File: src/rtl/axi_rw_sched.sv
// rtl/axi_rw_sched.sv - one-burst-at-a-time scheduler between the AXI controller and the write/read masters
//
// Purpose: accepts level-held write/read burst requests from the controller,
// grants one direction at a time (round-robin or fixed priority), forwards the
// latched address/length to the matching master and holds the grant until the
// master reports completion. A watchdog aborts a burst that overstays TIMEOUT
// cycles. Per-direction completed-burst counters are provided.
//
// Parameters:
//   PRIO     0 = round-robin, 1 = read fixed priority, 2 = write fixed priority
//   TIMEOUT  max cycles spent in ISSUE+WAIT for one burst, 0 disables watchdog
//
// Ports:
//   clk, rst_n                      clock, asynchronous active-low reset
//   c_wr_start_i/addr_i/len_i       controller write request (level) + burst params
//   c_wr_ready_o                    low while the controller's write burst is in progress
//   c_rd_start_i/addr_i/len_i       controller read request (level) + burst params
//   c_rd_ready_o                    low while the controller's read burst is in progress
//   m_wr_start_o/addr_o/len_o       write master start + latched burst params
//   m_wr_ready_i                    write master ready (low = accepted/running)
//   m_rd_start_o/addr_o/len_o       read master start + latched burst params
//   m_rd_ready_i                    read master ready (low = accepted/running)
//   busy_o                          a burst is granted
//   grant_rd_o                      current or last grant was read
//   timeout_err_o                   sticky watchdog flag
//   wr_burst_cnt_o, rd_burst_cnt_o  completed burst counters (wrapping)

module axi_rw_sched #(
  parameter int PRIO    = 0,
  parameter int TIMEOUT = 4095
) (
  input  logic        clk,
  input  logic        rst_n,
  input  logic        c_wr_start_i,
  input  logic [29:0] c_wr_addr_i,
  input  logic [7:0]  c_wr_len_i,
  output logic        c_wr_ready_o,
  input  logic        c_rd_start_i,
  input  logic [29:0] c_rd_addr_i,
  input  logic [7:0]  c_rd_len_i,
  output logic        c_rd_ready_o,
  output logic        m_wr_start_o,
  output logic [29:0] m_wr_addr_o,
  output logic [7:0]  m_wr_len_o,
  input  logic        m_wr_ready_i,
  output logic        m_rd_start_o,
  output logic [29:0] m_rd_addr_o,
  output logic [7:0]  m_rd_len_o,
  input  logic        m_rd_ready_i,
  output logic        busy_o,
  output logic        grant_rd_o,
  output logic        timeout_err_o,
  output logic [15:0] wr_burst_cnt_o,
  output logic [15:0] rd_burst_cnt_o
);

  typedef enum logic [2:0] {
    IDLE     = 3'd0,
    WR_ISSUE = 3'd1,
    WR_WAIT  = 3'd2,
    RD_ISSUE = 3'd3,
    RD_WAIT  = 3'd4
  } state_e;

  localparam logic [15:0] TimeoutVal = 16'(TIMEOUT);
  localparam bit          WdEnable   = (TIMEOUT != 0);

  state_e      state_q;
  logic        c_wr_ready_q, c_rd_ready_q;
  logic        m_wr_start_q, m_rd_start_q;
  logic [29:0] m_wr_addr_q, m_rd_addr_q;
  logic [7:0]  m_wr_len_q, m_rd_len_q;
  logic        busy_q, grant_rd_q, timeout_err_q;
  logic [15:0] wr_cnt_q, rd_cnt_q;
  logic [15:0] wd_q;

  logic        wr_elig, rd_elig, pick_rd, wd_fire;
  logic [15:0] wd_d;

  always_comb begin
    wr_elig = c_wr_start_i & m_wr_ready_i;
    rd_elig = c_rd_start_i & m_rd_ready_i;
    pick_rd = rd_elig;
    if (wr_elig && rd_elig) begin
      case (PRIO)
        1:       pick_rd = 1'b1;
        2:       pick_rd = 1'b0;
        default: pick_rd = ~grant_rd_q;   // round-robin: flip the last grant
      endcase
    end
    // The watchdog compares the value it is about to hold, so a burst may
    // occupy ISSUE+WAIT for exactly TIMEOUT cycles before it is aborted.
    wd_d    = wd_q + 16'd1;
    wd_fire = WdEnable && (wd_d == TimeoutVal);
  end

  always_ff @(posedge clk or negedge rst_n) begin
    if (!rst_n) begin
      state_q       <= IDLE;
      c_wr_ready_q  <= 1'b1;
      c_rd_ready_q  <= 1'b1;
      m_wr_start_q  <= 1'b0;
      m_rd_start_q  <= 1'b0;
      m_wr_addr_q   <= '0;
      m_wr_len_q    <= '0;
      m_rd_addr_q   <= '0;
      m_rd_len_q    <= '0;
      busy_q        <= 1'b0;
      grant_rd_q    <= 1'b1;   // first round-robin grant goes to write
      timeout_err_q <= 1'b0;
      wr_cnt_q      <= '0;
      rd_cnt_q      <= '0;
      wd_q          <= '0;
    end else begin
      case (state_q)
        IDLE: begin
          if (wr_elig || rd_elig) begin
            busy_q     <= 1'b1;
            wd_q       <= '0;
            grant_rd_q <= pick_rd;
            if (pick_rd) begin
              m_rd_addr_q  <= c_rd_addr_i;
              m_rd_len_q   <= c_rd_len_i;
              m_rd_start_q <= 1'b1;
              c_rd_ready_q <= 1'b0;
              state_q      <= RD_ISSUE;
            end else begin
              m_wr_addr_q  <= c_wr_addr_i;
              m_wr_len_q   <= c_wr_len_i;
              m_wr_start_q <= 1'b1;
              c_wr_ready_q <= 1'b0;
              state_q      <= WR_ISSUE;
            end
          end
        end
        WR_ISSUE: begin
          wd_q <= wd_d;
          if (wd_fire) begin
            timeout_err_q <= 1'b1;
            m_wr_start_q  <= 1'b0;
            c_wr_ready_q  <= 1'b1;
            busy_q        <= 1'b0;
            state_q       <= IDLE;
          end else if (!m_wr_ready_i) begin
            m_wr_start_q <= 1'b0;
            state_q      <= WR_WAIT;
          end
        end
        WR_WAIT: begin
          wd_q <= wd_d;
          // A completion seen on the watchdog's last cycle still counts.
          if (m_wr_ready_i) begin
            c_wr_ready_q <= 1'b1;
            busy_q       <= 1'b0;
            wr_cnt_q     <= wr_cnt_q + 16'd1;
            state_q      <= IDLE;
          end else if (wd_fire) begin
            timeout_err_q <= 1'b1;
            c_wr_ready_q  <= 1'b1;
            busy_q        <= 1'b0;
            state_q       <= IDLE;
          end
        end
        RD_ISSUE: begin
          wd_q <= wd_d;
          if (wd_fire) begin
            timeout_err_q <= 1'b1;
            m_rd_start_q  <= 1'b0;
            c_rd_ready_q  <= 1'b1;
            busy_q        <= 1'b0;
            state_q       <= IDLE;
          end else if (!m_rd_ready_i) begin
            m_rd_start_q <= 1'b0;
            state_q      <= RD_WAIT;
          end
        end
        RD_WAIT: begin
          wd_q <= wd_d;
          if (m_rd_ready_i) begin
            c_rd_ready_q <= 1'b1;
            busy_q       <= 1'b0;
            rd_cnt_q     <= rd_cnt_q + 16'd1;
            state_q      <= IDLE;
          end else if (wd_fire) begin
            timeout_err_q <= 1'b1;
            c_rd_ready_q  <= 1'b1;
            busy_q        <= 1'b0;
            state_q       <= IDLE;
          end
        end
        default: state_q <= IDLE;
      endcase
    end
  end

  assign c_wr_ready_o   = c_wr_ready_q;
  assign c_rd_ready_o   = c_rd_ready_q;
  assign m_wr_start_o   = m_wr_start_q;
  assign m_wr_addr_o    = m_wr_addr_q;
  assign m_wr_len_o     = m_wr_len_q;
  assign m_rd_start_o   = m_rd_start_q;
  assign m_rd_addr_o    = m_rd_addr_q;
  assign m_rd_len_o     = m_rd_len_q;
  assign busy_o         = busy_q;
  assign grant_rd_o     = grant_rd_q;
  assign timeout_err_o  = timeout_err_q;
  assign wr_burst_cnt_o = wr_cnt_q;
  assign rd_burst_cnt_o = rd_cnt_q;

endmodule
File: config.mk
export PLATFORM = sky130hd
export DESIGN_NAME = axi_rw_sched
export DESIGN_NICKNAME = d
export VERILOG_FILES = /design/src/rtl/axi_rw_sched.sv
export SDC_FILE = /design/constraint.sdc
export NUM_CORES = 1
export LEC_CHECK = 0
export BUFFER_PORTS_ARGS = -buffer_cell sky130_fd_sc_hd__buf_2
export CAP_MARGIN = 10
export CORE_MARGIN = 1.5
export CORE_UTILIZATION = 39
export DETAILED_ROUTE_END_ITERATION = 8
export GPL_ROUTABILITY_DRIVEN = 1
export PLACE_DENSITY = 0.71
export SETUP_SLACK_MARGIN = 0.1
export SYNTH_ARGS = -nofsm -noshare
export SYNTH_HDL_FRONTEND = slang
export SYNTH_SLANG_ARGS = --single-unit
File: constraint.sdc
create_clock -name clk -period 2.5 [get_ports clk]
set_clock_uncertainty 0.1 [all_clocks]
set_input_delay 0.625 -clock clk [delete_from_list [all_inputs] [get_ports clk]]
set_output_delay 0.625 -clock clk [all_outputs]
set_load 0.005 [all_outputs]
# Word-level counts from Yosys, hierarchy flattened
# Index checks and enable logic that the tools add are counted.
# totals
reg_bits	134
in_bits	82
output_inout_bits	115
wordCells	101
# classes
add_sub_neg	3
n_mux	42
bitwise_logic	4
n_eq_ne	12
n_reduce_logical	25
# ops
op	count
adder 16 x 1 -> 16 bit (second input constant)	3
one-hot mux 16 bit (2 select lines)	1
2-to-1 mux 1 bit	24
2-to-1 mux 3 bit	8
AND reduction 3 bit	6
equality test 16 x 12 -> 1 bit (second input constant)	1
2-to-1 mux 16 bit	1
one-hot mux 3 bit (5 select lines)	1
!= test 2 bit (second input constant)	5
AND reduction 2 bit	5
one-hot mux 1 bit (3 select lines)	3
nonzero test 3 bit	3
AND reduction 4 bit	2
equality test 3 x 2 -> 1 bit (second input constant)	2
!= test 3 bit (second input constant)	2
nonzero test 2 bit	3
one-hot mux 1 bit (2 select lines)	2
one-hot mux 1 bit (4 select lines)	1
nonzero test 4 bit	1
OR reduction 4 bit	1
equality test 3 x 1 -> 1 bit (second input constant)	1
equality test 3 bit (second input constant)	1
zero test 3 bit	1
AND 1 bit	2
other kinds (5)	6

# Depth between registers and ports, before layout
# Gate-level depths: netlist of run 1.
# logic_depth
word_depth	6
mapped_depth	7
depth_no_buf	6

# Least setup slack after synthesis of run 1
# No wires, ideal clock.
# synth_path
kind	register to register
start	reg wd_q[1]
end	reg state_q[2]
setup_time_ns	0.147
arrival_time_ns	2.014
required_ns	2.253
path_stages_with_launch	8
n_path_buf	1
synth_period_minus_slack_ns	2.261
setup_slack_ns	0.239
cell_sequence	dfrtp_1 ha_1 buf_2 nand4_1 or3_1 a22o_1 nor4b_4 a221oi_1
# synth_via
elab_chain_len	5
# synth_lines
item	line	text
from (decl)	75	logic [15:0] wd_q;
from (signal assigned)	137	wd_q <= wd_d;
from (signal assigned)	150	wd_q <= wd_d;
from (signal assigned)	165	wd_q <= wd_d;
adder 16 x 1 -> 16 bit *	93	wd_d = wd_q + 16'd1;
equality test 16 x 12 -> 1 bit *	94	wd_fire = WdEnable && (wd_d == TimeoutVal);
2-to-1 mux 3 bit	n/a	
2-to-1 mux 3 bit (on tied branches)	n/a	
one-hot mux 3 bit (5 select lines)	115	case (state_q)
to (signal assigned)	99	state_q <= IDLE;
to (signal assigned)	126	state_q <= RD_ISSUE;
to (signal assigned)	132	state_q <= WR_ISSUE;
to (decl)	68	state_e state_q;
# Mark *: on every way between the ends. The rest lies on a longest branch, timed or not.
# A chain may end at the register's enable or synchronous reset.

# Final worst setup path of run 1
# Ends and elaborated chain as after synthesis.

==> results of run 1 <==
==> cell usage in the layout (no fill, tap or decap), drive strengths merged, types with 4 or more instances in the layout <==
master,count
clkinvlp,4
nor2,15
xnor2,23
a31oi,7
clkinv,5
nand2,141
ha,4
dfrtp,131
inv,9
xor2,13
o31ai,6
o21ai,23
nand3,20
clkbuf,20
nor3,4
buf,214
a21oi,7
or3,5
and3,8
mux2,40
and4,7
nand4,15
o41ai,4
==> timing repair <==
| action | CTS | global route |
|---|---|---|
| setup endpoints to repair | 0 | 8 |
| resized for setup | 0 | 1 |
| hold buffers | 1 | 0 |
| endpoints found under the hold margin | 32 | 0 |
==> critical path, stage by stage (launching register included) <==
cell and delay (ns):
dfrtp_1 0.35, ha_1 0.34, and4_1 0.31, nand4_1 0.16
xnor2_1 0.34, nor4b_4 0.09, buf_4 0.18, a221oi_1 0.29
==> cell families after synthesis <==
group | after synthesis
muxes | 41
adders and majority gates | 4
and+or+nand+nor | 228
DFF | 134
AOI/OAI and AO/OA | 67
buffers and inverters | 39
xor gates and xnor gates | 36
==> registers in the layout, summed over array words and instances (netlist names) <==
signal / count
wd_q: 16
m_wr_len_o: 8
grant_rd_o: 1
c_rd_ready_o: 1
m_rd_addr_o: 30
m_wr_addr_o: 30
wr_burst_cnt_o: 16
timeout_err_o: 1
m_wr_start_o: 1
state_q: 3
busy_o: 1
c_wr_ready_o: 1
m_rd_start_o: 1
m_rd_len_o: 8
rd_burst_cnt_o: 16
==> final cells by class <==
cell class | instances | area (sq um) | share of cell area
repair buffers | 215 | 1195 | 0.1545
multi-input cells | 376 | 2340 | 0.3024
flip-flops and latches | 134 | 3357 | 0.4339
clock buffers | 20 | 456.7 | 0.05903
well taps | 184 | 230.2 | 0.02976
clock inverters | 12 | 127.6 | 0.01650
inverters | 8 | 30.03 | 0.003882
==> stage by stage <==
stage | total power [W] | instances | setup WS [ns] | utilization
after floorplan | 0.004673 | 549 | 0.2388 | -
after detailed placement | 0.005932 | 916 | 0.1731 | 0.4895
after global routing | 0.008910 | 949 | 0.1390 | 0.5303
final | 0.008345 | 949 | 0.2443 | 0.5303
after CTS | 0.008450 | 949 | 0.1707 | 0.5302
after global placement | 0.005853 | 916 | 0.2140 | 0.4895
==> power by group through the flow <==
| stage | sequential (W) | combinational, W | clock, W |
|---|---|---|---|
| 2_1_floorplan | 0.00342 | 0.00125 | 0 |
| 4_1_cts | 0.00341 | 0.00252 | 0.00252 |
| 5_1_grt | 0.00351 | 0.00277 | 0.00263 |
| 3_3_place_gp | 0.00340 | 0.00245 | 0 |
| 6_report | 0.00341 | 0.00248 | 0.00246 |
| 3_5_place_dp | 0.00342 | 0.00251 | 0 |
==> path summary, 6_finish.rpt <==
kind                                      startpoint                             to  slack, ns  cells after the start
setup reg to reg                 wd_q[1]$_DFFE_PN0P_         state_q[2]$_DFFE_PN0P_       0.24                      7
max in group asynchronous                      rst_n       c_rd_ready_o$_DFFE_PN1P_       1.11                      3
setup / recovery                 wd_q[1]$_DFFE_PN0P_         state_q[2]$_DFFE_PN0P_       0.24                      7
hold reg to reg            m_rd_len_o[0]$_DFFE_PN0P_      m_rd_len_o[0]$_DFFE_PN0P_       0.37                      2
hold / removal                       c_rd_addr_i[15]    m_rd_addr_o[15]$_DFFE_PN0P_       0.29                      3
min in group asynchronous                      rst_n  wr_burst_cnt_o[7]$_DFFE_PN0P_       0.56                      2
==> metal layers <==
metal,vias up,share of wire
met4,0,0.016
li1,2290,-
met5,-,0
met1,2285,0.46
met3,14,0.068
met2,174,0.46
==> metrics.yaml, run 1 <==
viasPerCell: 5.019
worst_hold_slack_ns: 0.2947
drt_pass1_iterations: 4
yosysUniqueCellTypes: 46
overflow: 0
io_buffers: 196
use_met1: 0.2401
pwr-share-comb: 0.297
synth_area_leaders: "dfrtp_1, nand2_1, mux2_2"
globalplace.congestion: 0.8261
detail_route.wl_per_cell_um: 14.66
cellPowerDensity_nw_per_um2: 1079
relSlewSlack: 0.6503
diodes: 0
p_switching_w: 0.002649
gr-usage-met2: 0.2813
ant_nets: 0
synthCells: 549
period_needed_ns: 2.256
clk_latency_ns: 0.42
clkTransAtPathRegs_ns: 0.06
synth_xor_xnor_area_share: 0.05397
yosys_register_bits: 134
ys_top_cells_by_count: "nand2_1, dfrtp_1, mux2_2"
use_met3: 0.05520
synth_flop_cell: "dfrtp_1"
cap_violations: 0
cts-root-buf: "clkbuf_16"
drive_gt1_frac: 0.3830
internal_power_w: 0.005696
synth_most_common_cell: "nand2_1"
async_flop_share: 1.000
antenna_found_initial: 0
start_kind: "flip-flop"
leakagePower_nw: 3.951
die_w_um: 125.4
grt_max_degree: 54
routed_wl_um: 13910
core_sq_um: 14590
synth.largest_area_cell: "dfrtp_1"
chipHeight_um: 125.4
synth.avg_cell_area_sq_um: 10.64
design_area_sq_um: 7736
synth_top_family_by_area: "simple AND/OR/NAND/NOR gates"
nets: 838
synth_edf_count: 0
rsz0062_at_grt: "no"
die-area_sq_um: 15720
drcViolationCount: 0
synth_fa_ha_area_frac: 0.008567
yosysWarnings: 0
dp_hpwl_um: 9701
numCtsBuffers: 17
fp-row-count: 44
start_util: 0.4004
vias: 4763
ir_drop_v: 0.0007254
switching_share: 0.3174
htreeDepth: 4
fmax_ghz: 0.4433
gr-usage-all-layers: 0.1818
dpl-instance-area_sq_um: 7141
synth-compound-area-share: 0.07475
clock-sinks: 134
cp.arrival_ns: 2.47
ios: 197
hold_viol: 0
cp_max_fo: 9
grt_pass1_wl_um: 23000
synth-simple-area-share: 0.1812
period_share: 0.9023
criticalPathCategory: "flip-flop to flip-flop"
drtIter0Drc: 294
setup_viol: 0
syn2layout_area_growth_pct: 32.43
cts_tree: "yes"
pwr-share-seq: 0.409
cts_buffer_depth: 2
outcome: "finished, final reports clean"
final.fill_count: 1314
top_usage_layer: "met2"
synth_nets: 635
setup_tns_ns: 0
yosysSeqAreaShare: 0.5746
slew_viol_final: 0
cts_setup_buffers: 0
min_path_type: "primary input to flip-flop"
syn_area_sq_um: 5842
critPathCaptureType: "flip-flop"
yosysTopAreaCellShare: 0.5611
crit_required_ns: 2.71
synth_mux_area_frac: 0.07882
clkPwrFrac: 0.294
worstMarginPinSlew_ns: 0.5233
grt_pass1_vias: 4654
Power figures use the tool's default switching activity.
==> run 2: changes to the inputs <==
--- a/config.mk
+++ b/config.mk
@@ -12,7 +12,9 @@
 export DETAILED_ROUTE_END_ITERATION = 8
 export GPL_ROUTABILITY_DRIVEN = 1
 export PLACE_DENSITY = 0.71
+export RECOVER_POWER = 25
 export SETUP_SLACK_MARGIN = 0.1
+export SLEW_MARGIN = 40
 export SYNTH_ARGS = -nofsm -noshare
 export SYNTH_HDL_FRONTEND = slang
 export SYNTH_SLANG_ARGS = --single-unit
==> metrics.yaml, run 2 (synthesis gave the netlist of run 1 again) <==
grt_pass1_vias: 4654  # unchanged
vias: 4783  # was 4,763
overflow: 0  # unchanged
fmax_ghz: 0.4466  # was 0.4433 GHz
outcome: "finished, final reports clean"  # unchanged
slew_viol_final: 0  # unchanged
cap_violations: 0  # unchanged
grt_pass1_wl_um: 23000  # unchanged
detail_route.wl_per_cell_um: 14.68  # was 14.66 um
clock-sinks: 134  # unchanged
cp_max_fo: 9  # unchanged
clk_latency_ns: 0.42  # about the same
leakagePower_nw: 3.945  # was 3.951 nW
syn2layout_area_growth_pct: 32.26  # was 32.43%
htreeDepth: 4  # unchanged
io_buffers: 196  # unchanged
final_common_cell: "buf_2"  # unchanged
ios: 197  # unchanged
cts_tree: "yes"  # unchanged
period_needed_ns: 2.239  # was 2.256 ns
top_usage_layer: "met2"  # unchanged
grt_max_degree: 54  # unchanged
routed_wl_um: 13930  # was 13,910 um
dp_hpwl_um: 9701  # unchanged
mostFrequentLayoutCells: "buf_2, nand2_1, dfrtp_1"  # unchanged
ant_nets: 0  # unchanged
core_sq_um: 14590  # unchanged
drcViolationCount: 0  # unchanged
cellPowerDensity_nw_per_um2: 1080  # was 1079 nW/um^2
drtIter0Drc: 264  # was 294
gr-usage-met2: 0.2813  # unchanged
antenna_found_initial: 0  # unchanged
final.fill_count: 1315  # was 1,314
criticalPathCategory: "flip-flop to flip-flop"  # unchanged
cts_buffer_depth: 2  # unchanged
power_w: 0.008345  # about the same
gr-usage-all-layers: 0.1818  # unchanged
chipHeight_um: 125.4  # unchanged
start_util: 0.4004  # unchanged
rsz0062_at_grt: "no"  # unchanged
crit_required_ns: 2.71  # about the same
die-area_sq_um: 15720  # unchanged
setup_tns_ns: 0  # unchanged
nets: 838  # unchanged
period_share: 0.8956  # was 0.9023
viasPerCell: 5.040  # was 5.019
fp-row-count: 44  # unchanged
use_met3: 0.05520  # unchanged
worstMarginPinSlew_ns: 0.9056  # was 0.5233 ns
setup_viol: 0  # unchanged
die_w_um: 125.4  # unchanged
drt_pass1_iterations: 4  # unchanged
critPathCaptureType: "flip-flop"  # unchanged
cp.arrival_ns: 2.45  # was 2.47 ns
drive_gt1_frac: 0.3817  # was 0.3830
ir_drop_v: 0.0007286  # was 0.0007254 V
min_path_type: "primary input to flip-flop"  # unchanged
start_kind: "flip-flop"  # unchanged
globalplace.congestion: 0.8261  # unchanged
numCtsBuffers: 17  # unchanged
clkTransAtPathRegs_ns: 0.06  # about the same
hold_viol: 0  # unchanged
diodes: 0  # unchanged
cts-root-buf: "clkbuf_16"  # unchanged
relSlewSlack: 0.3963  # was 0.6503
use_met1: 0.2401  # unchanged
run 2: cell count changes in the layout (fill, tap and decap cells not counted), sizes merged:
cell    change
buf         -2
clkbuf      +2
run 2: per-stage QoR:
stage / util / hold slack, ns / setup WS (ns) / cells / cell area, sq um
2_1_floorplan: - / 0.2294 / 0.2388 / 549 / 5842
3_3_place_gp: 0.4895 / 0.3527 / 0.2140 / 916 / 7141
3_5_place_dp: 0.4895 / 0.3566 / 0.1731 / 916 / 7141
4_1_cts: 0.5302 / 0.2764 / 0.1707 / 949 / 7735
5_1_grt: 0.5296 / 0.2848 / 0.07061 / 949 / 7726
6_report: 0.5296 / 0.2936 / 0.2610 / 949 / 7726
run 2: what timing repair did:
action,4_1_cts,5_1_grt
resized for setup,0,1
buffers inserted,0,0
hold endpoints to repair,32,0
endpoints found under the setup margin,0,8
hold buffers,1,0
run 2: where the power goes:
| group | switching, W | leakage [nW] | internal, W | total (W) |
|---|---|---|---|---|
| Clock | 0.000943 | 0.278 | 0.00152 | 0.00246 |
| Combinational | 0.00123 | 1.96 | 0.00125 | 0.00248 |
| Sequential | 0.000484 | 1.70 | 0.00293 | 0.00341 |
| Total | 0.00265 | 3.95 | 0.00569 | 0.00834 |
run 2: critical path: stages (launching register included):
cell,delay [ns]
dfrtp_1,0.35
ha_1,0.33
and4_1,0.30
nand4_1,0.16
xnor2_1,0.34
nor4b_4,0.09
buf_4,0.18
a221oi_1,0.29
run 2: cell type report:
cell class              instances  area (sq um)  area share
clock buffers                  20         456.7     0.05911
flip-flops and latches        134          3357      0.4345
well taps                     184         230.2     0.02980
clock inverters                12         127.6     0.01652
multi-input cells             376          2340      0.3028
inverters                       8         30.03    0.003887
repair buffers                215          1185      0.1534
run 2: layer usage:
layer | wire [um] | vias to the layer above
li1 | - | 2292
met1 | 6357 | 2289
met4 | 229 | 0
met3 | 974 | 16
met2 | 6372 | 186
met5 | 0 | -
run 2: path summary, 6_finish.rpt:
path                                           start                            end  slack, ns  depth (start not counted)
max                              wd_q[1]$_DFFE_PN0P_         state_q[2]$_DFFE_PN0P_       0.26                          7
min                                  c_rd_addr_i[15]    m_rd_addr_o[15]$_DFFE_PN0P_       0.29                          3
max reg2reg                      wd_q[1]$_DFFE_PN0P_         state_q[2]$_DFFE_PN0P_       0.26                          7
min reg2reg                m_rd_len_o[0]$_DFFE_PN0P_      m_rd_len_o[0]$_DFFE_PN0P_       0.37                          2
max in group asynchronous                      rst_n       c_rd_ready_o$_DFFE_PN1P_       0.70                          3
min in group asynchronous                      rst_n  wr_burst_cnt_o[7]$_DFFE_PN0P_       0.77                          2
